<file path="src/rtl/temp_mon_pkg.sv">
// temp_mon_pkg: width derivations and default thresholds shared by the
// temperature monitor blocks.
package temp_mon_pkg;
    localparam int DEFAULT_LOW_THR = 35;
    localparam int DEFAULT_HIGH_THR = 39;
    function automatic int tempWidth(input int baseW, input int coefW, input int sensorW);
        return ((baseW > coefW + sensorW) ? baseW : coefW + sensorW) + 1;
    endfunction
    function automatic int chWidth(input int numCh);
        return (numCh > 1) ? $clog2(numCh) : 1;
    endfunction
endpackage

</file>
<file path="src/rtl/temp_abnormality_monitor_debounce.sv">
// temp_ch_debounce: per-channel disagreement counter and alarm bit.
// With TEMP_MON_ALARM_LATCH_EN defined a raised alarm is sticky until clear.
module temp_ch_debounce #(
    parameter int DEBOUNCE = 3
) (
    input  logic clk,
    input  logic rst_n,
    input  logic clear,
    input  logic update,
    input  logic abnormal,
    output logic alarm,
    output logic alarmNext
);
    logic [3:0] cnt, cntBase, cntInc, cntNext;
    logic alarmBase, differ, toggle;
    // clear is folded in first so a coincident sample sees a fresh channel
    always_comb begin
        alarmBase = clear ? 1'b0 : alarm;
        cntBase = clear ? 4'd0 : cnt;
        cntInc = cntBase + 4'd1;
`ifdef TEMP_MON_ALARM_LATCH_EN
        differ = abnormal && !alarmBase;
`else
        differ = abnormal != alarmBase;
`endif
        toggle = update && differ && cntInc == 4'(DEBOUNCE);
        alarmNext = toggle ? !alarmBase : alarmBase;
        cntNext = !update ? cntBase : (differ && !toggle) ? cntInc : 4'd0;
    end
    always_ff @(posedge clk or negedge rst_n) begin
        if (!rst_n) begin
            alarm <= 1'b0;
            cnt <= 4'd0;
        end else begin
            alarm <= alarmNext;
            cnt <= cntNext;
        end
    end
endmodule

</file>
<file path="src/rtl/temp_abnormality_monitor.sv">
// temp_abnormality_monitor: two-stage temperature compute and per-channel
// debounced range alarm. Optional sticky alarms via TEMP_MON_ALARM_LATCH_EN.
module temp_abnormality_monitor import temp_mon_pkg::*; #(
    parameter int NUM_CH = 4,
    parameter int BASE_W = 8,
    parameter int COEF_W = 4,
    parameter int SENSOR_W = 4,
    parameter int DEBOUNCE = 3,
    localparam int TEMP_W = tempWidth(BASE_W, COEF_W, SENSOR_W),
    localparam int CH_W = chWidth(NUM_CH)
) (
    input  logic                clk,
    input  logic                rst_n,
    input  logic [BASE_W-1:0]   factoryBaseTemp,
    input  logic [COEF_W-1:0]   factoryTempCoef,
    input  logic [TEMP_W-1:0]   lowThr,
    input  logic [TEMP_W-1:0]   highThr,
    input  logic                sampleValid,
    input  logic [CH_W-1:0]     sampleCh,
    input  logic [SENSOR_W-1:0] tempSensorValue,
    input  logic                clearAlarm,
    output logic                tempValid,
    output logic [TEMP_W-1:0]   tempOut,
    output logic [CH_W-1:0]     tempCh,
    output logic [NUM_CH-1:0]   temperatureAbnormality,
    output logic                anyAbnormal,
    output logic                chIdxErr
);
    logic [TEMP_W-1:0] tempCalc;
    logic [NUM_CH-1:0] alarmNext;
    logic chOk, abnormal;
    always_comb begin
        tempCalc = TEMP_W'(factoryBaseTemp) + TEMP_W'(factoryTempCoef) * TEMP_W'(tempSensorValue);
        chOk = int'(sampleCh) < NUM_CH;
        abnormal = tempOut < lowThr || tempOut > highThr;
    end
    always_ff @(posedge clk or negedge rst_n) begin
        if (!rst_n) begin
            tempValid <= 1'b0;
            tempOut <= '0;
            tempCh <= '0;
            chIdxErr <= 1'b0;
            anyAbnormal <= 1'b0;
        end else begin
            tempValid <= sampleValid && chOk;
            chIdxErr <= sampleValid && !chOk;
            anyAbnormal <= |alarmNext;
            if (sampleValid && chOk) begin
                tempOut <= tempCalc;
                tempCh <= sampleCh;
            end
        end
    end
    for (genvar c = 0; c < NUM_CH; c++) begin : g_ch
        temp_ch_debounce #(.DEBOUNCE(DEBOUNCE)) u_deb (
            .clk(clk),
            .rst_n(rst_n),
            .clear(clearAlarm),
            .update(tempValid && tempCh == CH_W'(c)),
            .abnormal(abnormal),
            .alarm(temperatureAbnormality[c]),
            .alarmNext(alarmNext[c])
        );
    end
endmodule

</file>
<file path="config.mk">
export PLATFORM = sky130hd
export DESIGN_NAME = temp_abnormality_monitor
export DESIGN_NICKNAME = d
export VERILOG_FILES = /design/src/rtl/temp_mon_pkg.sv /design/src/rtl/temp_abnormality_monitor_debounce.sv /design/src/rtl/temp_abnormality_monitor.sv
export SDC_FILE = /design/constraint.sdc
export NUM_CORES = 1
export LEC_CHECK = 0
export ABC_AREA = 1
export BUFFER_PORTS_ARGS = -buffer_cell sky130_fd_sc_hd__buf_4
export CAP_MARGIN = 10
export CORE_ASPECT_RATIO = 1.25
export CORE_UTILIZATION = 30
export CTS_BUF_LIST = sky130_fd_sc_hd__clkbuf_16
export DETAILED_ROUTE_END_ITERATION = 12
export PLACE_DENSITY_LB_ADDON = 0.3
export SYNTH_ARGS = -nofsm -noshare
export SYNTH_HDL_FRONTEND = slang
export SYNTH_SLANG_ARGS = --single-unit
</file>
<file path="constraint.sdc">
create_clock -name clk -period 4.7 [get_ports clk]
set_clock_uncertainty 0.2 [all_clocks]
set_input_delay 0.47 -clock clk [delete_from_list [all_inputs] [get_ports clk]]
set_output_delay 0.47 -clock clk [all_outputs]
set_load 0.1 [all_outputs]
</file>
==> metrics.md, run 1 <==
| Metric | Value |
|---|---|
| Hold Path Origin | `sampleCh[0]` |
| Pwr dens | `337 nW/um2` |
| GP Congestion | `0.801` |
| Worst path slowest cell | `fa_1` |
| Setup TNS | `0 ns` |
| CP arrival | `3.34 ns` |
| Worst skew pair latency | `0.27 ns` |
| Mapped Area | `3110 um2` |
| Worst-path clk slew | `0.05 ns` |
| GRT Total Usage | `14.5%` |
| Share of cells above drive strength 1 | `15.0%` |
| DR vias | `2812` |
| Mapped Nets | `536` |
| Setup violators final | `0` |
| Largest net degree at the start of global routing | `34` |
| #FFs+latches synth | `33` |
| Post-detail-place hpwl | `5770 um` |
| Die Y | `116 um` |
| Cell Count Post-Placement | `622` |
| WP buf/inv | `2` |
| Critical-path cell list | `buf_4 > nand2_1 > fa_1 > fa_1 > fa_1 > inv_1 > ha_1 > nand3_1 > nand2_1 > nand2_1 > nand2_1 > a21oi_1 > or2_2 > nand3_1 > nand2_1` |
| Finished layout cell area | `3770 um2` |
| Worst VDD drop | `0.127 mV` |
| WP data required | `4.67 ns` |
| CP startpoint kind | `input port` |
| RSZ-0062 raised after global routing | `false` |
| CTS tree | `done` |
| Dpl ws | `1.03 ns` |
| YS warnings | `0` |
| Mean number of vias per cell | `4.46` |
| ANT cells | `0` |
| Depth of the CTS H-tree | `2` |
| Final cell utilization of the core | `37.3%` |
| Core area | `10100 um2` |
| # clock sinks | `33` |
| Fmax | `296 MHz` |
| Starting DRT DRC Count | `65` |
| CTS Root Cell | `clkbuf_16` |
| Non-filler cells, final | `630` |
| Area of the multi-input gates | `1840 um2` |
| DRT Wirelength | `6900 um` |
| Reg2reg setup slack | `2.47 ns` |
| Commonest non-fill, non-tap cell in the layout | `nand2_1` |
| Die Width | `93 um` |
| Fin worst setup slack | `1.33 ns` |
| Crit-path most repeated cell | `nand2_1` |
| Drt first pass iters | `6` |
| Slowest cell delay on critical path | `0.51 ns` |
| CTS buffer count | `5` |
| CP startpoint | `tempSensorValue[3]` |
| Final Cycle Share | `71.8%` |
| Critical path type | `in2reg` |
| # fillers | `1063` |
| Tmin final | `3.37 ns` |
| DRC viols | `0` |
| Number of gates resized after CTS | `0` |
| Kind of cell adding the most delay to the critical path | `adder cells` |
| Post-DP Area | `3630 um2` |
| Commonest non-fill, non-tap cells in the layout | `nand2_1, inv_1, buf_4` |
| CP max FO | `5` |
| Synth-to-Final Area Change | `21.5%` |
| Ports | `58` |
| Antenna viol nets, final | `0` |
| Post-synthesis instance total | `445` |
| Worst hold slack | `0.215 ns` |
| Sequential area share after synthesis | `26.6%` |
| Pwr Total | `1.27 mW` |
| Area contributors post-synth | `dfrtp_1, nand2_1, ha_1, inv_1, fa_1` |
| Wire per inst | `11.0 um` |
| Std-Cell Rows | `41` |
| IO buf count | `56` |
| Synth unique cells | `32` |
| Maximum root-to-sink buffer count | `2` |
| Initial cell density of the core | `30.7%` |
| DIE AREA | `10800 um2` |
| Critical path capture point type | `flop` |
| Vias in the first global route | `2828` |
| First-pass GRT wire length | `12400 um` |
| Reg-to-reg critical path startpoint | `tempOut[8]` |
| Total gr overflow | `0` |
| Hold crit path type | `in2reg` |
| Layout Nets | `592` |
| Final Max Tran Viols | `0` |
| Syn_area_per_cell | `6.98 um2` |
| Initial antenna violation count | `0` |
| Max Cap Violations | `0` |
| Area leader, netlist | `dfrtp_1` |
| Reg area | `826 um2` |
| Leakage power | `2.28 nW` |
| Outcome | `finished, final reports clean` |
| Hold Fails Final Rpt | `0` |
| Yosys top cell area share | `26.6%` |
==> final timing paths <==
| path | to | cells after the start |
|---|---|---|
| setup / recovery | tempOut[6] | 15 |
| hold / removal | tempCh[0] | 3 |
| setup reg to reg | g_ch[1].u_deb.cnt[3] | 10 |
| hold reg to reg | g_ch[3].u_deb.cnt[3] | 2 |
| max in group asynchronous | g_ch[1].u_deb.alarm | 2 |
| min in group asynchronous | tempCh[1] | 2 |
==> worst min-delay path: cells and delay by family <==
family | cells | cell delay, ns
simple gates | 1 | 0.04
buf+inv | 1 | 0.08
compound gates | 1 | 0.06
==> timing repair <==
action,CTS,global route
hold endpoints to repair,33,0
hold buffers,1,0
setup buffers,0,0
==> cells by family (layout without fill, tap and decap cells) <==
logic type | after synthesis | after routing | synth area share, %
adder cells (fa/ha/maj) | 51 | 51 | 22.7
flip-flops | 33 | 33 | 26.6
other | 1 | 1 | 0.121
XOR/XNOR | 5 | 5 | 1.65
buffers and inverters | 108 | 164 | 14.0
AND/OR/NAND/NOR | 222 | 222 | 30.6
AO/OA/AOI/OAI | 25 | 25 | 4.27
==> state kept, by name, indices dropped and copies added, names as in the netlist <==
name	cells
g_ch.u_deb.cnt	16
tempValid	1
g_ch.u_deb.alarm	4
tempCh	2
tempOut	9
anyAbnormal	1
==> cells in the mapped netlist (all sizes together) <==
cell type  number
clkinv          1
ha             42
or2             2
nor2           32
nand3          28
nand3b          2
buf             7
o21ai          10
a21oi          12
xnor2           3
o211ai          1
nand4          10
nor3            4
clkbuf          1
conb            1
fa              9
nand2         144
dfrtp          33
o21a            1
a21o            1
inv            99
xor2            2
==> per-layer routing <==
layer,global-route usage [%],routed length [um],up-vias
met5,0,0,-
met4,3.59,52,0
met3,2.95,289,5
met2,27.8,3620,47
met1,16.2,2940,1297
li1,-,-,1463
==> layout make-up <==
cell class	instances	share of cell area [%]
Multi-Input combinational cell	304	48.9
Tap cell	129	4.28
Timing Repair Buffer	57	11.4
Sequential cell	33	21.9
Inverter	100	10.0
Clock buffer	5	3.32
Clock inverter	2	0.199
==> where the power goes <==
group / internal [mW] / switching, mW
Sequential: 0.318 / 0.0396
Combinational: 0.180 / 0.433
Clock: 0.189 / 0.113
Power figures use the tool's default switching activity.
==> inputs of run 2 (changes only) <==
- ABC_AREA: 1 -> 0
- clock period: 4.7 -> 3.2 ns (I/O delays scaled with it)
==> metrics.md, run 2 <==
| Metric | Value |
|---|---|
| Worst VDD drop | `0.454 mV (was 0.127 mV)` |
| ANT cells | `0 (unchanged)` |
| Final cell utilization of the core | `38.3% (was 37.3%)` |
| Ports | `58 (unchanged)` |
| Worst slew pin tran | `0.690 ns` |
| Std-Cell Rows | `42 (was 41)` |
| Largest net degree at the start of global routing | `39 (was 34)` |
| DIE AREA | `11400 um2 (was 10800 um2)` |
| Synth-to-Final Area Change | `24.1% (was 21.5%)` |
| Die Width | `95.5 um (was 93 um)` |
| Hold Crit Depth | `2 (was 3)` |
| Core area | `10600 um2 (was 10100 um2)` |
| Fmax | `319 MHz` |
| Critical-path cell list | `buf_12 > nand2_8 > fa_1 > fa_1 > fa_1 > inv_2 > ha_4 > a21o_1 > a21oi_2 > o21bai_1 > a21oi_1 > xnor2_1 > mux2_4 (was buf_4 > nand2_1 > fa_1 > fa_1 > fa_1 > inv_1 > ha_1 > nand3_1 > nand2_1 > nand2_1 > nand2_1 > a21oi_1 > or2_2 > nand3_1 > nand2_1)` |
| Area contributors post-synth | `dfrtp_1, ha_1, inv_1, fa_1, xnor2_1 (was dfrtp_1, nand2_1, ha_1, inv_1, fa_1)` |
| CP arrival | `3.10 ns (was 3.34 ns)` |
| Final Cycle Share | `98.0%` |
| IO buf count | `56 (unchanged)` |
| Drt first pass iters | `4 (was 6)` |
| Finished layout cell area | `4070 um2 (was 3770 um2)` |
| Depth of the CTS H-tree | `2 (unchanged)` |
| CTS tree | `done (unchanged)` |
| Tmin final | `3.14 ns` |
| CTS Root Cell | `clkbuf_16 (unchanged)` |
| Outcome | `finished, final reports clean (unchanged)` |
| Crit-path most repeated cell | `fa_1 (was nand2_1)` |
| Leading register cell type out of synthesis | `dfrtp_1 (unchanged)` |
| Synth unique cells | `54 (was 32)` |
| YS warnings | `0 (unchanged)` |
| Worst skew pair latency | `0.28 ns (was 0.27 ns)` |
| Most common cell in the synthesized netlist | `inv_1 (was nand2_1)` |
| Maximum root-to-sink buffer count | `2 (unchanged)` |
| Post-DP Area | `3870 um2 (was 3630 um2)` |
| Setup violators final | `0 (unchanged)` |
| Area leader, netlist | `dfrtp_1 (unchanged)` |
| GRT Total Usage | `13.7% (was 14.5%)` |
| Number of synthesized flops with an enable pin | `0 (unchanged)` |
| DRC viols | `0 (unchanged)` |
| Async SR Flop Fraction | `100% (unchanged)` |
| DRT Wirelength | `7450 um (was 6900 um)` |
| WP data required | `3.16 ns (was 4.67 ns)` |
| Die Y | `119 um (was 116 um)` |
| CP startpoint kind | `input port (unchanged)` |
| Hold Path Origin | `sampleCh[0] (unchanged)` |
| Layout Nets | `511 (was 592)` |
| Antenna viol nets, final | `0 (unchanged)` |
| GP Congestion | `0.756 (was 0.801)` |
| Worst path slowest cell | `fa_1 (unchanged)` |
| Leakage power | `1.99 nW (was 2.28 nW)` |
| Mapped Nets | `455 (was 536)` |
| Syn_area_per_cell | `9.01 um2 (was 6.98 um2)` |
| RR Endpoint | `g_ch[2].u_deb.cnt[1] (was g_ch[1].u_deb.cnt[3])` |
| Commonest non-fill, non-tap cells in the layout | `buf_4, inv_1, ha_1 (was nand2_1, inv_1, buf_4)` |
| Commonest non-fill, non-tap cell in the layout | `buf_4 (was nand2_1)` |
| Max Cap Violations | `0 (unchanged)` |
| Most frequent cells after synthesis | `inv_1, ha_1, dfrtp_1, nor2_1, nand3_1 (was nand2_1, inv_1, ha_1, dfrtp_1, nor2_1)` |
| Mean number of vias per cell | `4.88 (was 4.46)` |
| Biggest register | `g_ch.u_deb.cnt (unchanged)` |
| Worst r2r path cells | `7 (was 10)` |
| Yosys top cell area share | `25.2% (was 26.6%)` |
| Vias in the first global route | `2698 (was 2828)` |
| Worst hold slack | `0.0785 ns (was 0.215 ns)` |
| CP max FO | `4 (was 5)` |
| Slowest cell delay on critical path | `0.55 ns (was 0.51 ns)` |
| Wire per inst | `13.5 um (was 11.0 um)` |
| Critical path type | `in2reg (unchanged)` |
| RSZ-0062 raised after global routing | `true (was false)` |
| # fillers | `1068 (was 1063)` |
| Reg-to-reg critical path startpoint | `tempOut[6] (was tempOut[8])` |
| Hold Fails Final Rpt | `0 (unchanged)` |
| Post-detail-place hpwl | `5940 um (was 5770 um)` |
| Total gr overflow | `0 (unchanged)` |
| Sequential area share after synthesis | `25.2% (was 26.6%)` |
| Pwr dens | `590 nW/um2 (was 337 nW/um2)` |
| Starting DRT DRC Count | `80 (was 65)` |
| #FFs+latches synth | `33 (unchanged)` |
| Initial cell density of the core | `30.9% (was 30.7%)` |
| Max reg flops | `16 (unchanged)` |
| Share of cells above drive strength 1 | `24.0% (was 15.0%)` |
| Reg2reg setup slack | `0.66 ns (was 2.47 ns)` |
| Post-CTS setup buffers | `0 (unchanged)` |
| Biggest regs | `g_ch.u_deb.cnt: 16 flops, tempOut: 9 flops, g_ch.u_deb.alarm: 4 flops (unchanged)` |
| # clock sinks | `33 (unchanged)` |
| Final Max Tran Viols | `0 (unchanged)` |
| First-pass GRT wire length | `12400 um (about the same)` |
| Worst hold endpoint | `tempCh[0] (unchanged)` |
| Critical path capture point type | `flop (unchanged)` |
| WP buf/inv | `2 (unchanged)` |
| Worst-path clk slew | `0.05 ns (about the same)` |
| Mapped Area | `3280 um2 (was 3110 um2)` |
| Setup TNS | `0 ns (unchanged)` |
| CTS buffer count | `5 (unchanged)` |
| Kind of cell adding the most delay to the critical path | `adder cells (unchanged)` |
| Initial antenna violation count | `0 (unchanged)` |
| Hold crit path type | `in2reg (unchanged)` |
| Slew margin rel. | `53.8%` |
| Post-synthesis instance total | `364 (was 445)` |
| DR vias | `2700 (was 2812)` |
[run 2: worst reg2reg max path: stages (launching register included)]
cell	delay (ns)
dfrtp_1	0.43
ha_1	0.32
a211o_1	0.31
o211ai_2	0.14
a32oi_4	0.20
a21oi_4	0.48
xnor2_1	0.22
o32ai_1	0.12
[run 2: cell families after synthesis]
family,share of synthesized area [%]
buf+inv,9.23
simple gates,20.2
fa+ha+maj,21.5
other cells,0.114
xor+xnor,5.34
mux,3.05
compound gates,15.4
flops,25.2
[run 2: layer usage]
metal | GRT usage, % | wire [um] | part of all wire (%)
met1 | 16.3 | 3250 | 44
met2 | 25.3 | 3910 | 52
met3 | 2.04 | 226 | 3.0
met4 | 2.99 | 58 | 0.78
met5 | 0 | 0 | 0
[run 2: repair_timing]
| action | CTS | global route |
|---|---|---|
| resized for setup | 0 | 9 |
| endpoints found under the setup margin | 0 | 3 |
| hold endpoints to repair | 33 | 0 |
| hold buffers | 1 | 0 |
[run 2: per-stage QoR]
stage	setup slack (ns)	instances	power, mW
detailed placement	-0.243	544	1.87
floorplan	-0.0427	364	1.57
global route	-0.0692	553	2.55
global placement	-0.225	544	1.84
CTS	0.0483	553	2.42
finish	0.0626	553	2.40
[run 2: power breakdown]
group | switching, mW | internal [mW] | total [mW]
registers | 0.0719 | 0.478 | 0.550
logic | 0.845 | 0.470 | 1.31
clock network | 0.175 | 0.362 | 0.536
total | 1.09 | 1.31 | 2.40
[run 2: layout make-up]
class | count | area [um2] | area share (%)
clock buffer | 5 | 125 | 3.07
clock inverter | 3 | 37.5 | 0.922
inverter | 53 | 199 | 4.89
multi-input combinational | 261 | 2200 | 54.0
sequential | 33 | 826 | 20.3
tap | 132 | 165 | 4.06
timing repair buffer | 66 | 518 | 12.7
[run 2: worst max path at each step]
stage	cells past startpoint	start	slack, ns	endpoint
final	13	tempSensorValue[1]	0.06	tempOut[7]
after global routing	13	tempSensorValue[1]	-0.07	tempOut[7]
after CTS	13	tempSensorValue[1]	0.05	tempOut[7]
after detailed placement	13	tempSensorValue[1]	-0.24	tempOut[7]
after global placement	13	tempSensorValue[1]	-0.23	tempOut[7]
after floorplan	12	tempSensorValue[1]	-0.04	tempOut[7]
